[config.mk]
export PLATFORM = sky130hd
export DESIGN_NAME = mips_load_store_unit
export DESIGN_NICKNAME = d
export VERILOG_FILES = /design/src/rtl/mips_mem_pkg.sv /design/src/rtl/mips_lsu_align.sv /design/src/rtl/mips_load_store_unit.sv
export SDC_FILE = /design/constraint.sdc
export NUM_CORES = 1
export LEC_CHECK = 0
export CORE_MARGIN = 2
export CORE_UTILIZATION = 40
export DETAILED_ROUTE_END_ITERATION = 7
export PLACE_DENSITY = 0.66
export RECOVER_POWER = 100
export SYNTH_ARGS = -nofsm -noshare
export SYNTH_HDL_FRONTEND = slang
export SYNTH_SLANG_ARGS = --single-unit
[constraint.sdc]
create_clock -name clk -period 5.3 [get_ports clk]
set_input_delay 0.795 -clock clk [delete_from_list [all_inputs] [get_ports clk]]
set_output_delay 0.795 -clock clk [all_outputs]
set_load 0.1 [all_outputs]
[src/rtl/mips_mem_pkg.sv]
// Shared definitions for the MIPS load/store unit.
// Contents: opcodes, FSM states, access sizes and the opcode decoder.
package mips_mem_pkg;

  localparam logic [5:0] OP_LB  = 6'h20;
  localparam logic [5:0] OP_LH  = 6'h21;
  localparam logic [5:0] OP_LW  = 6'h23;
  localparam logic [5:0] OP_LBU = 6'h24;
  localparam logic [5:0] OP_LHU = 6'h25;
  localparam logic [5:0] OP_SB  = 6'h28;
  localparam logic [5:0] OP_SH  = 6'h29;
  localparam logic [5:0] OP_SW  = 6'h2B;
  localparam logic [5:0] OP_LL  = 6'h30;
  localparam logic [5:0] OP_SC  = 6'h38;

  typedef enum logic [1:0] {
    ST_IDLE,
    ST_REQ,
    ST_RESP
  } lsu_state_e;

  typedef enum logic [1:0] {
    SZ_BYTE,
    SZ_HALF,
    SZ_WORD
  } acc_size_e;

  typedef struct packed {
    logic      legal;
    logic      is_store;
    logic      is_ll;
    logic      is_sc;
    logic      sext;
    acc_size_e size;
  } op_info_t;

  // sc is treated as a word store; its success value is produced by the top.
  function automatic op_info_t decode_op(input logic [5:0] op);
    op_info_t info;
    info.legal    = 1'b1;
    info.is_store = 1'b0;
    info.is_ll    = 1'b0;
    info.is_sc    = 1'b0;
    info.sext     = 1'b0;
    info.size     = SZ_WORD;
    case (op)
      OP_LB:  begin info.sext = 1'b1; info.size = SZ_BYTE; end
      OP_LH:  begin info.sext = 1'b1; info.size = SZ_HALF; end
      OP_LW:  info.size = SZ_WORD;
      OP_LBU: info.size = SZ_BYTE;
      OP_LHU: info.size = SZ_HALF;
      OP_SB:  begin info.is_store = 1'b1; info.size = SZ_BYTE; end
      OP_SH:  begin info.is_store = 1'b1; info.size = SZ_HALF; end
      OP_SW:  info.is_store = 1'b1;
      OP_LL:  info.is_ll = 1'b1;
      OP_SC:  begin info.is_store = 1'b1; info.is_sc = 1'b1; end
      default: info.legal = 1'b0;
    endcase
    return info;
  endfunction

endpackage

[src/rtl/mips_lsu_align.sv]
// Lane steering for the load/store unit: store byte enables and replicated write data,
// and load lane extraction with sign or zero extension.
module mips_lsu_align
  import mips_mem_pkg::*;
(
  input  acc_size_e   st_size,
  input  logic [1:0]  st_addr_lo,
  input  logic [31:0] store_data,
  output logic [3:0]  be,
  output logic [31:0] wdata,
  input  acc_size_e   ld_size,
  input  logic [1:0]  ld_addr_lo,
  input  logic        ld_sext,
  input  logic [31:0] rdata,
  output logic [31:0] ld_value
);

  logic [7:0]  ld_byte;
  logic [15:0] ld_half;

  always_comb begin
    be    = 4'b1111;
    wdata = store_data;
    case (st_size)
      SZ_BYTE: begin
        be    = 4'b0001 << st_addr_lo;
        wdata = {4{store_data[7:0]}};
      end
      SZ_HALF: begin
        be    = st_addr_lo[1] ? 4'b1100 : 4'b0011;
        wdata = {2{store_data[15:0]}};
      end
      default: begin
        be    = 4'b1111;
        wdata = store_data;
      end
    endcase
  end

  always_comb begin
    ld_byte  = rdata[8*ld_addr_lo +: 8];
    ld_half  = ld_addr_lo[1] ? rdata[31:16] : rdata[15:0];
    ld_value = rdata;
    case (ld_size)
      SZ_BYTE: ld_value = {{24{ld_sext & ld_byte[7]}}, ld_byte};
      SZ_HALF: ld_value = {{16{ld_sext & ld_half[15]}}, ld_half};
      default: ld_value = rdata;
    endcase
  end

endmodule

[src/rtl/mips_load_store_unit.sv]
// MIPS data-memory load/store unit: one access at a time, ll/sc link register, ack timeout.
// Defining LSU_MISALIGN_TRAP_EN adds misalign_exc and traps unaligned half/word accesses.
module mips_load_store_unit
  import mips_mem_pkg::*;
#(
  parameter int unsigned TIMEOUT_CYCLES = 16
) (
  input  logic        clk,
  input  logic        rst_n,
  input  logic        req_valid,
  output logic        req_ready,
  input  logic [5:0]  opcode,
  input  logic [31:0] addr,
  input  logic [31:0] store_data,
  output logic        resp_valid,
  output logic [31:0] load_data,
  output logic        resp_err,
  output logic        mem_req,
  output logic        mem_we,
  output logic [29:0] mem_addr,
  output logic [3:0]  mem_be,
  output logic [31:0] mem_wdata,
  input  logic        mem_ack,
  input  logic [31:0] mem_rdata
`ifdef LSU_MISALIGN_TRAP_EN
  ,
  output logic        misalign_exc
`endif
);

  localparam int unsigned CNT_W = $clog2(TIMEOUT_CYCLES + 1);

  lsu_state_e  state_q, state_d;
  logic        req_ready_q, req_ready_d;
  logic        resp_valid_q, resp_valid_d;
  logic        resp_err_q, resp_err_d;
  logic [31:0] load_data_q, load_data_d;
  logic        mem_req_q, mem_req_d;
  logic        mem_we_q, mem_we_d;
  logic [29:0] mem_addr_q, mem_addr_d;
  logic [3:0]  mem_be_q, mem_be_d;
  logic [31:0] mem_wdata_q, mem_wdata_d;
  logic        link_valid_q, link_valid_d;
  logic [29:0] link_addr_q, link_addr_d;
  logic [CNT_W-1:0] cnt_q, cnt_d;
  acc_size_e   size_q, size_d;
  logic        sext_q, sext_d;
  logic        is_store_q, is_store_d;
  logic        is_ll_q, is_ll_d;
  logic        is_sc_q, is_sc_d;
  logic [1:0]  addr_lo_q, addr_lo_d;
`ifdef LSU_MISALIGN_TRAP_EN
  logic        misalign_q, misalign_d;
`endif

  op_info_t         dec;
  logic [3:0]       st_be;
  logic [31:0]      st_wdata;
  logic [31:0]      ld_value;
  logic             misalign_hit;
  logic             link_hit;
  logic [CNT_W-1:0] cnt_inc;

  assign dec      = decode_op(opcode);
  assign link_hit = link_valid_q && (link_addr_q == addr[31:2]);
  assign cnt_inc  = cnt_q + CNT_W'(1);

`ifdef LSU_MISALIGN_TRAP_EN
  always_comb begin
    case (dec.size)
      SZ_HALF: misalign_hit = addr[0];
      SZ_WORD: misalign_hit = |addr[1:0];
      default: misalign_hit = 1'b0;
    endcase
  end
`else
  assign misalign_hit = 1'b0;
`endif

  mips_lsu_align u_align (
    .st_size    (dec.size),
    .st_addr_lo (addr[1:0]),
    .store_data (store_data),
    .be         (st_be),
    .wdata      (st_wdata),
    .ld_size    (size_q),
    .ld_addr_lo (addr_lo_q),
    .ld_sext    (sext_q),
    .rdata      (mem_rdata),
    .ld_value   (ld_value)
  );

  always_comb begin
    state_d      = state_q;
    req_ready_d  = req_ready_q;
    resp_valid_d = 1'b0;
    resp_err_d   = resp_err_q;
    load_data_d  = load_data_q;
    mem_req_d    = mem_req_q;
    mem_we_d     = mem_we_q;
    mem_addr_d   = mem_addr_q;
    mem_be_d     = mem_be_q;
    mem_wdata_d  = mem_wdata_q;
    link_valid_d = link_valid_q;
    link_addr_d  = link_addr_q;
    cnt_d        = cnt_q;
    size_d       = size_q;
    sext_d       = sext_q;
    is_store_d   = is_store_q;
    is_ll_d      = is_ll_q;
    is_sc_d      = is_sc_q;
    addr_lo_d    = addr_lo_q;
`ifdef LSU_MISALIGN_TRAP_EN
    misalign_d   = misalign_q;
`endif
    case (state_q)
      ST_IDLE: begin
        if (req_valid && req_ready_q) begin
          req_ready_d = 1'b0;
          resp_err_d  = 1'b0;
          load_data_d = 32'd0;
          size_d      = dec.size;
          sext_d      = dec.sext;
          is_store_d  = dec.is_store;
          is_ll_d     = dec.is_ll;
          is_sc_d     = dec.is_sc;
          addr_lo_d   = addr[1:0];
`ifdef LSU_MISALIGN_TRAP_EN
          misalign_d  = 1'b0;
`endif
          if (!dec.legal || misalign_hit) begin
            state_d      = ST_RESP;
            resp_valid_d = 1'b1;
            resp_err_d   = 1'b1;
`ifdef LSU_MISALIGN_TRAP_EN
            misalign_d   = dec.legal;
`endif
          end else if (dec.is_sc && !link_hit) begin
            // A failed sc never touches memory but still consumes the reservation.
            state_d      = ST_RESP;
            resp_valid_d = 1'b1;
            link_valid_d = 1'b0;
          end else begin
            state_d     = ST_REQ;
            mem_req_d   = 1'b1;
            mem_we_d    = dec.is_store;
            mem_addr_d  = addr[31:2];
            mem_be_d    = st_be;
            mem_wdata_d = st_wdata;
            cnt_d       = '0;
          end
        end
      end
      ST_REQ: begin
        if (mem_ack) begin
          state_d      = ST_RESP;
          resp_valid_d = 1'b1;
          mem_req_d    = 1'b0;
          mem_we_d     = 1'b0;
          if (is_sc_q) begin
            load_data_d  = 32'd1;
            link_valid_d = 1'b0;
          end else if (is_store_q) begin
            load_data_d = 32'd0;
            if (mem_addr_q == link_addr_q) begin
              link_valid_d = 1'b0;
            end
          end else begin
            load_data_d = ld_value;
            if (is_ll_q) begin
              link_valid_d = 1'b1;
              link_addr_d  = mem_addr_q;
            end
          end
        end else if (cnt_inc == CNT_W'(TIMEOUT_CYCLES)) begin
          state_d      = ST_RESP;
          resp_valid_d = 1'b1;
          resp_err_d   = 1'b1;
          load_data_d  = 32'd0;
          mem_req_d    = 1'b0;
          mem_we_d     = 1'b0;
          cnt_d        = cnt_inc;
        end else begin
          cnt_d = cnt_inc;
        end
      end
      ST_RESP: begin
        state_d     = ST_IDLE;
        req_ready_d = 1'b1;
      end
      default: begin
        state_d     = ST_IDLE;
        req_ready_d = 1'b1;
        mem_req_d   = 1'b0;
        mem_we_d    = 1'b0;
      end
    endcase
  end

  always_ff @(posedge clk or negedge rst_n) begin
    if (!rst_n) begin
      state_q      <= ST_IDLE;
      req_ready_q  <= 1'b1;
      resp_valid_q <= 1'b0;
      resp_err_q   <= 1'b0;
      load_data_q  <= 32'd0;
      mem_req_q    <= 1'b0;
      mem_we_q     <= 1'b0;
      mem_addr_q   <= 30'd0;
      mem_be_q     <= 4'd0;
      mem_wdata_q  <= 32'd0;
      link_valid_q <= 1'b0;
      link_addr_q  <= 30'd0;
      cnt_q        <= '0;
      size_q       <= SZ_WORD;
      sext_q       <= 1'b0;
      is_store_q   <= 1'b0;
      is_ll_q      <= 1'b0;
      is_sc_q      <= 1'b0;
      addr_lo_q    <= 2'd0;
`ifdef LSU_MISALIGN_TRAP_EN
      misalign_q   <= 1'b0;
`endif
    end else begin
      state_q      <= state_d;
      req_ready_q  <= req_ready_d;
      resp_valid_q <= resp_valid_d;
      resp_err_q   <= resp_err_d;
      load_data_q  <= load_data_d;
      mem_req_q    <= mem_req_d;
      mem_we_q     <= mem_we_d;
      mem_addr_q   <= mem_addr_d;
      mem_be_q     <= mem_be_d;
      mem_wdata_q  <= mem_wdata_d;
      link_valid_q <= link_valid_d;
      link_addr_q  <= link_addr_d;
      cnt_q        <= cnt_d;
      size_q       <= size_d;
      sext_q       <= sext_d;
      is_store_q   <= is_store_d;
      is_ll_q      <= is_ll_d;
      is_sc_q      <= is_sc_d;
      addr_lo_q    <= addr_lo_d;
`ifdef LSU_MISALIGN_TRAP_EN
      misalign_q   <= misalign_d;
`endif
    end
  end

  assign req_ready  = req_ready_q;
  assign resp_valid = resp_valid_q;
  assign resp_err   = resp_err_q;
  assign load_data  = load_data_q;
  assign mem_req    = mem_req_q;
  assign mem_we     = mem_we_q;
  assign mem_addr   = mem_addr_q;
  assign mem_be     = mem_be_q;
  assign mem_wdata  = mem_wdata_q;
`ifdef LSU_MISALIGN_TRAP_EN
  assign misalign_exc = misalign_q;
`endif

endmodule
==> metrics.txt, run 1 <==
largest net degree at the start of global routing 54; R2R setup slack 1580 ps; commonest non-fill, non-tap cells in the layout dfrtp_1, dlygate4sd3_1, clkdlybuf4s50_1; CP Data Required Time 5650 ps; dpl ws 1730 ps; worst stage delay on the critical path 1550 ps; drt first pass iters 4; Via density 5.29; Syn Area/Cell 11.8 um2; Yosys top cell area share 50.0%; Final Hold Vio Count 0; largest area contributor in the netlist dfrtp_1; DRC errors left 0; total die area 19,500 um2; Die H 140 um; GRT Resource Usage Total 20.4%; Routed WL 19,800 um; Reg area 3730 um2; CTS Buf Count 17; Hold Crit Endpoint load_data[1]; Iter 0 DRT Violations 182; CTS tree done; Fin Setup TNS 0 ps; Core ar. 18,000 um2; standard-cell rows 49; worst hold stages 2; via count 5,670; fin crit share 73.0%; io pins 209; Cell Area, Synth 7360 um2; unrepaired setup endpoints after global routing false; CTS Hold Bufs 0; Bufs on Longest Clock Path 2; largest vdd supply drop 0.462 mV; CTS resizes 0; Die W 140 um; number of global-route vias before repair 5,887; r2r startpoint state_q[1]; clk_skew 8.56 ps; relative slew slack -92.9%; Gate Count Post-Synth 626; Hold Crit Start load_data[1]; clock-pin slew on the worst setup and hold paths 60 ps; pwr dens 674 nW/um2; violated checks max-capacitance violations, max-slew violations; WL/cell 18.5 um; minimum clock period 3870 ps; worst setup path class primary input to register; worst-margin pin slew 2890 ps; Netlist cell types 50; area of the multi-input gates 3370 um2; overall power 0.00690 W; largest cells by area after synthesis dfrtp_1, mux2_2, mux2_1; reg-to-reg critical path endpoint load_data[20]; Worst Setup Slack, final 1430 ps; async set-reset flop share out of synthesis 100%; Critical Path AT 4220 ps; outcome finished, violations left; Ant. Diodes 0; syn nets 733; first-pass GRT wire length 31,400 um; FILL cells 1,556; Max-Cap Viols 2; post-CTS setup buffers 0; Max H-tree Level 4; R2R depth 6; CP Launch Type primary input; Min-Delay Path Class register to register; Slowest-stage cell, CP nor3b_1; Synth Register Bits 149; Port Buffers 208; number of synthesized flops with an enable pin 0; Critical Path Fanout Max 17; register area share after synthesis 50.7%; Layout area overhead 39.0%; Yosys warning count 0; # setup viols final 0; Initial Util 40.8%; cells along the critical path dlygate4sd3_1 > nor3b_1 > a21boi_0 > o21a_1 > a22o_1; leakage power 4.66 nW; Clock Latency Late Sink 410 ps; Synth Flop Type dfrtp_1; layout cells sized above 1 13.4%; antenna violations before repair 0; DP HPWL 14,400 um; grt total ovfl 0; nets 937; Peak Freq 0.258 GHz; Pins Over Slew Limit 70; most common cell after layout, fill and taps aside dfrtp_1; Final Wtd Congestion 0.858; crit path capture type register; Clock Sinks 149; post-route ant nets 0; clock root cell clkbuf_16
cell type report:
cell class / instances / area share [%]
clock buffer: 20 / 4.56
multi-input combinational: 433 / 32.9
inverter: 13 / 0.477
tap: 229 / 2.80
timing repair buffer: 216 / 20.8
clock inverter: 11 / 1.93
sequential: 149 / 36.5
state kept, by name (all words and copies together) (netlist names), 2 cells and up:
register / count
cnt_q: 5
addr_lo_q: 2
link_addr_q: 30
load_data: 32
state_q: 2
mem_wdata: 32
size_q: 2
mem_addr: 30
mem_be: 4
power by group:
| part | internal, W | switching [W] |
|---|---|---|
| combinational | 0.000828 | 0.00290 |
| clock | 0.000874 | 0.000476 |
| sequential | 0.00149 | 0.000332 |
worst max-delay path, delay by kind of cell:
family,cells,cell delay [ps]
buffers and inverters,1,690
and+or+nand+nor,1,1550
AOI/OAI and AO/OA,3,1180
synthesized netlist by cell type (2+ instances only):
cell type,instances
dfrtp_1,147
mux2_2,68
nand2_1,63
mux2_1,50
xnor2_1,40
o21ai_0,34
xor2_1,20
a22o_1,18
nor2_1,17
nand2b_1,16
a21oi_1,14
clkbuf_1,14
inv_1,13
a21o_1,11
mux2i_1,10
nand4_1,10
nor4_1,10
a31oi_1,7
buf_6,7
nand3_1,7
o221ai_1,7
buf_2,6
or3_1,3
buf_1,2
buf_4,2
dfstp_2,2
nand3b_1,2
nor4b_1,2
o21bai_1,2
o22ai_1,2
kinds of logic (layout without fill, tap and decap cells):
group / after synthesis / in the layout / share of synthesized area [%]
and+or+nand+nor: 138 / 138 / 9.17
buffers and inverters: 44 / 260 / 3.16
muxes: 130 / 130 / 19.9
AOI/OAI and AO/OA: 104 / 104 / 9.71
DFF: 149 / 149 / 50.7
adders and majority gates: 1 / 1 / 0.170
xor gates and xnor gates: 60 / 60 / 7.14
metrics by stage:
step | instance area, um2 | utilization [%] | hold WS, ps | instances
2_1_floorplan | 7360 | - | 464 | 626
3_3_place_gp | 9610 | 53.3 | 453 | 1040
3_5_place_dp | 9610 | 53.3 | 465 | 1040
4_1_cts | 10300 | 57.0 | 326 | 1071
5_1_grt | 10200 | 56.7 | 491 | 1071
6_report | 10200 | 56.7 | 468 | 1071
metal layers:
metal | part of all wire, % | wire length, um | GRT usage (%) | up-vias
met4 | 1.9 | 368 | 7.16 | 0
met2 | 49 | 9620 | 33.7 | 189
li1 | - | - | - | 2646
met1 | 43 | 8460 | 25.9 | 2813
met5 | 0 | 0 | 0 | -
met3 | 6.9 | 1380 | 5.40 | 22
worst max-delay path by stage:
stage	to	slack, ps	start	cells after the start
finish	load_data[20]	1430	mem_ack	5
global route	load_data[20]	1150	mem_ack	5
CTS	mem_wdata[6]	2160	addr[25]	8
detailed placement	mem_wdata[2]	1730	addr[25]	8
global placement	mem_wdata[1]	1760	addr[2]	8
floorplan	mem_addr[11]	2820	opcode[0]	8
Power figures use the tool's default switching activity.
==> inputs of run 2 (changes only) <==
==> constraint.sdc (replaced) <==
create_clock -name clk -period 3.9 [get_ports clk]
set_input_delay 0.585 -clock clk [delete_from_list [all_inputs] [get_ports clk]]
set_output_delay 0.585 -clock clk [all_outputs]
set_load 0.1 [all_outputs]
==> metrics.txt, run 2 (synthesis gave the netlist of run 1 again) <==
Min-Delay Path Class register to register; crit path capture type register; leakage power 4.63 nW; worst setup path class primary input to register; DRC errors left 0; relative slew slack -93.2%; violated checks max-capacitance violations, max-slew violations; fin area 10,200 um2; commonest non-fill, non-tap cells in the layout dfrtp_1, dlygate4sd3_1, clkdlybuf4s50_1; Clock Sinks 149; via count 5,685; pwr dens 904 nW/um2; Non-Filler Instances 1,073; CTS tree done; reg-to-reg critical path endpoint load_data[25]; Iter 0 DRT Violations 254; total die area 19,500 um2; DP HPWL 14,500 um; worst hold stages 1; clock-pin slew on the worst setup and hold paths 60 ps; io pins 209; Bufs on Longest Clock Path 2; Clock Latency Late Sink 420 ps; Post-Place Cell Area 9630 um2; Routed WL 20,100 um; antenna violations before repair 0; Die H 140 um; crit path to mem_addr[22]; r2r startpoint addr_lo_q[1]; post-route ant nets 0; minimum clock period 3200 ps; nets 938; Initial Util 40.8%; Critical Path AT 3490 ps; first-pass GRT wire length 31,900 um; Fin Setup TNS 0 ps; Peak Freq 0.313 GHz; drt first pass iters 5; Final Hold Vio Count 0; CP Launch Type primary input; Max H-tree Level 4; grt total ovfl 0; largest net degree at the start of global routing 115; CP Data Required Time 4190 ps; Pins Over Slew Limit 146; CTS resizes 0; outcome finished, violations left; Via density 5.30; Ant. Diodes 0; Layout area overhead 38.2%; R2R setup slack 720 ps; GRT Resource Usage Total 20.7%; Critical Path Fanout Max 21; layout cells sized above 1 13.5%; Worst Setup SP opcode[0]; CTS Buf Count 17; WL/cell 18.7 um; worst-margin pin slew 2900 ps; Core ar. 18,000 um2; most common cell after layout, fill and taps aside dfrtp_1; unrepaired setup endpoints after global routing false; Max-Cap Viols 2; number of global-route vias before repair 5,876; FILL cells 1,576; standard-cell rows 49; fin crit share 81.9%; Placed Cells 1,041; CTS Hold Bufs 0; largest vdd supply drop 0.613 mV; # setup viols final 0; clk_skew 13.4 ps; clock root cell clkbuf_16; Port Buffers 208; Die W 140 um; R2R depth 5; post-CTS setup buffers 0; Final Wtd Congestion 0.873; overall power 0.00919 W
run 2: cell count changes in the layout (fill, tap and decap cells not counted):
cell,change
clkinv_2,+1
bufinv_16,-3
a31oi_1,+1
dfstp_2,-1
dfstp_1,+1
clkbuf_2,+1
buf_12,+1
dlygate4sd3_1,-3
mux2_4,+1
clkinv_4,-2
clkinvlp_4,+4
a31oi_4,-1
clkdlybuf4s50_1,+3
mux2_1,-1
run 2: power breakdown:
part	internal, W	switching, W	leakage (nW)	total [W]
clock network	0.000994	0.000654	0.278	0.00165
logic	0.00112	0.00394	2.42	0.00506
registers	0.00203	0.000453	1.93	0.00248
total	0.00414	0.00505	4.63	0.00919
run 2: worst min-delay path by stage:
stage	startpoint	end	slack, ps
after floorplan	rst_n	addr_lo_q[0]	290
after global placement	load_data[2]	load_data[2]	450
after detailed placement	load_data[4]	load_data[4]	460
after CTS	rst_n	load_data[1]	380
after global routing	load_data[3]	load_data[3]	490
final	load_data[13]	load_data[13]	470
run 2: critical path: stages:
cell,delay [ps]
dlygate4sd3_1,570
clkbuf_1,680
nand2b_1,210
or3_1,190
a21oi_1,110
nor3_1,380
buf_4,390
mux2_1,360
run 2: final cells by class:
type,instances,area (um2),share of cell area [%]
clock buffers,21,470,4.63
clock inverters,11,125,1.23
inverters,13,48.8,0.480
multi-input cells,433,3360,33.0
flip-flops and latches,149,3730,36.7
well taps,229,287,2.82
repair buffers,217,2150,21.1
run 2: stage by stage:
stage	hold WS, ps	setup WS [ps]	util (%)
floorplan	289	1630	-
global placement	454	870	53.4
detailed placement	463	789	53.4
CTS	384	1180	56.7
global route	486	534	56.4
finish	467	704	56.4
run 2: per-layer routing:
metal,up-vias,share of wire (%),global-route usage [%]
li1,2640,-,-
met1,2805,42,26.8
met2,218,49,33.4
met3,22,7.4,5.92
met4,0,1.7,7.00
met5,-,0,0
==> inputs of run 3 (changes only) <==
==> constraint.sdc (replaced) <==
create_clock -name clk -period 2.95 [get_ports clk]
set_input_delay 0.4425 -clock clk [delete_from_list [all_inputs] [get_ports clk]]
set_output_delay 0.4425 -clock clk [all_outputs]
set_load 0.1 [all_outputs]
==> metrics.txt, run 3 (synthesis gave the netlist of run 1 again) <==
Via density 5.27; crit path capture type register; Clock Sinks 149; Min-Delay Path Class primary input to asynchronous set/reset pin; Layout area overhead 31.9%; Core ar. 18,000 um2; Initial Util 40.8%; worst-margin pin slew 1490 ps; # setup viols final 0; Final Hold Vio Count 0; io pins 209; unrepaired setup endpoints after global routing false; post-CTS setup buffers 0; CP Launch Type register; CTS Buf Count 17; Routed WL 19,900 um; minimum clock period 2680 ps; Reg area 3730 um2; CTS resizes 0; Ant. Diodes 0; Peak Freq 0.373 GHz; worst stage delay on the critical path 610 ps; total die area 19,500 um2; Die W 140 um; FILL cells 1,668; WL/cell 18.4 um; clk_skew 7.42 ps; Placed Cells 1,051; R2R setup slack 270 ps; DP HPWL 14,700 um; Bufs on Longest Clock Path 2; antenna violations before repair 1; DRC errors left 0; most common cell after layout, fill and taps aside dfrtp_1; standard-cell rows 49; fin crit share 90.9%; commonest non-fill, non-tap cells in the layout dfrtp_1, clkbuf_1, clkdlybuf4s50_1; via count 5,708; largest net degree at the start of global routing 60; Port Buffers 208; worst setup path class register to register; Max-Cap Viols 0; drt first pass iters 4; nets 948; Die H 140 um; Iter 0 DRT Violations 276; number of global-route vias before repair 6,022; Critical Path Fanout Max 16; Non-Filler Instances 1,083; GRT Resource Usage Total 20.7%; Slowest-stage cell, CP clkbuf_1; Clock Latency Late Sink 420 ps; Pins Over Slew Limit 0; grt total ovfl 0; cells along the critical path and2b_1 > nand2b_1 > nor3b_1 > clkbuf_1 > a21boi_1 > o21a_4 > a22o_1; outcome finished clean; Final Wtd Congestion 0.864; post-route ant nets 0; relative slew slack 0.598%; Max H-tree Level 4; Fin Setup TNS 0 ps; area of the multi-input gates 3390 um2; CP Data Required Time 3300 ps; first-pass GRT wire length 32,200 um; Critical Path AT 3030 ps; layout cells sized above 1 14.6%; clock root cell clkbuf_16; CTS Hold Bufs 0; CTS tree done; clock-pin slew on the worst setup and hold paths 60 ps
run 3: cell types whose count changed in the layout (fill, tap and decap cells not counted), moves of 2 or more:
cell	previous run	this run
bufinv_16	2	4
clkbuf_2	1	4
clkinvlp_4	5	2
clkbuf_1	3	108
dlygate4sd3_1	104	1
buf_4	6	8
buf_12	1	4
run 3: area by class of cell:
type                    instances  share of cell area (%)
flip-flops and latches        149                    38.5
multi-input cells             433                    34.9
repair buffers                227                    16.5
clock buffers                  21                    4.85
well taps                     229                    2.95
clock inverters                11                    1.77
inverters                      13                   0.503
run 3: per-layer routing:
metal / vias up / global-route usage, % / wire length [um]
met5: - / 0 / 10
met4: 2 / 7.26 / 410
met3: 28 / 5.37 / 1270
met2: 193 / 34.0 / 9640
met1: 2833 / 26.7 / 8570
li1: 2652 / - / -
run 3: worst paths after layout:
path / from / end / depth (start not counted)
setup / recovery: state_q[1] / load_data[24] / 7
hold / removal: rst_n / load_data[18] / 1
setup reg to reg: state_q[1] / load_data[24] / 7
hold reg to reg: load_data[4] / load_data[4] / 2
max in group asynchronous: rst_n / load_data[13] / 2
min in group clk: load_data[4] / load_data[4] / 2
run 3: stage by stage:
step	utilization (%)	setup WS [ps]	hold slack (ps)	area (um2)
floorplan	-	827	147	7360
detailed placement	52.7	-79.7	453	9500
global placement	52.7	-32.6	441	9500
finish	53.8	267	363	9700
global route	53.8	79.9	488	9700
CTS	56.3	338	3.09	10100
run 3: critical path: cells and delay by family, from the launching register on:
family          cells  cell delay, ps
simple gates        3             770
compound gates      3             780
flops               1             470
buf+inv             1             610
Power of run 3 is left out: the tool's default activity adds up to more than one toggle a clock period on the data nets, which glitch-free logic cannot reach.
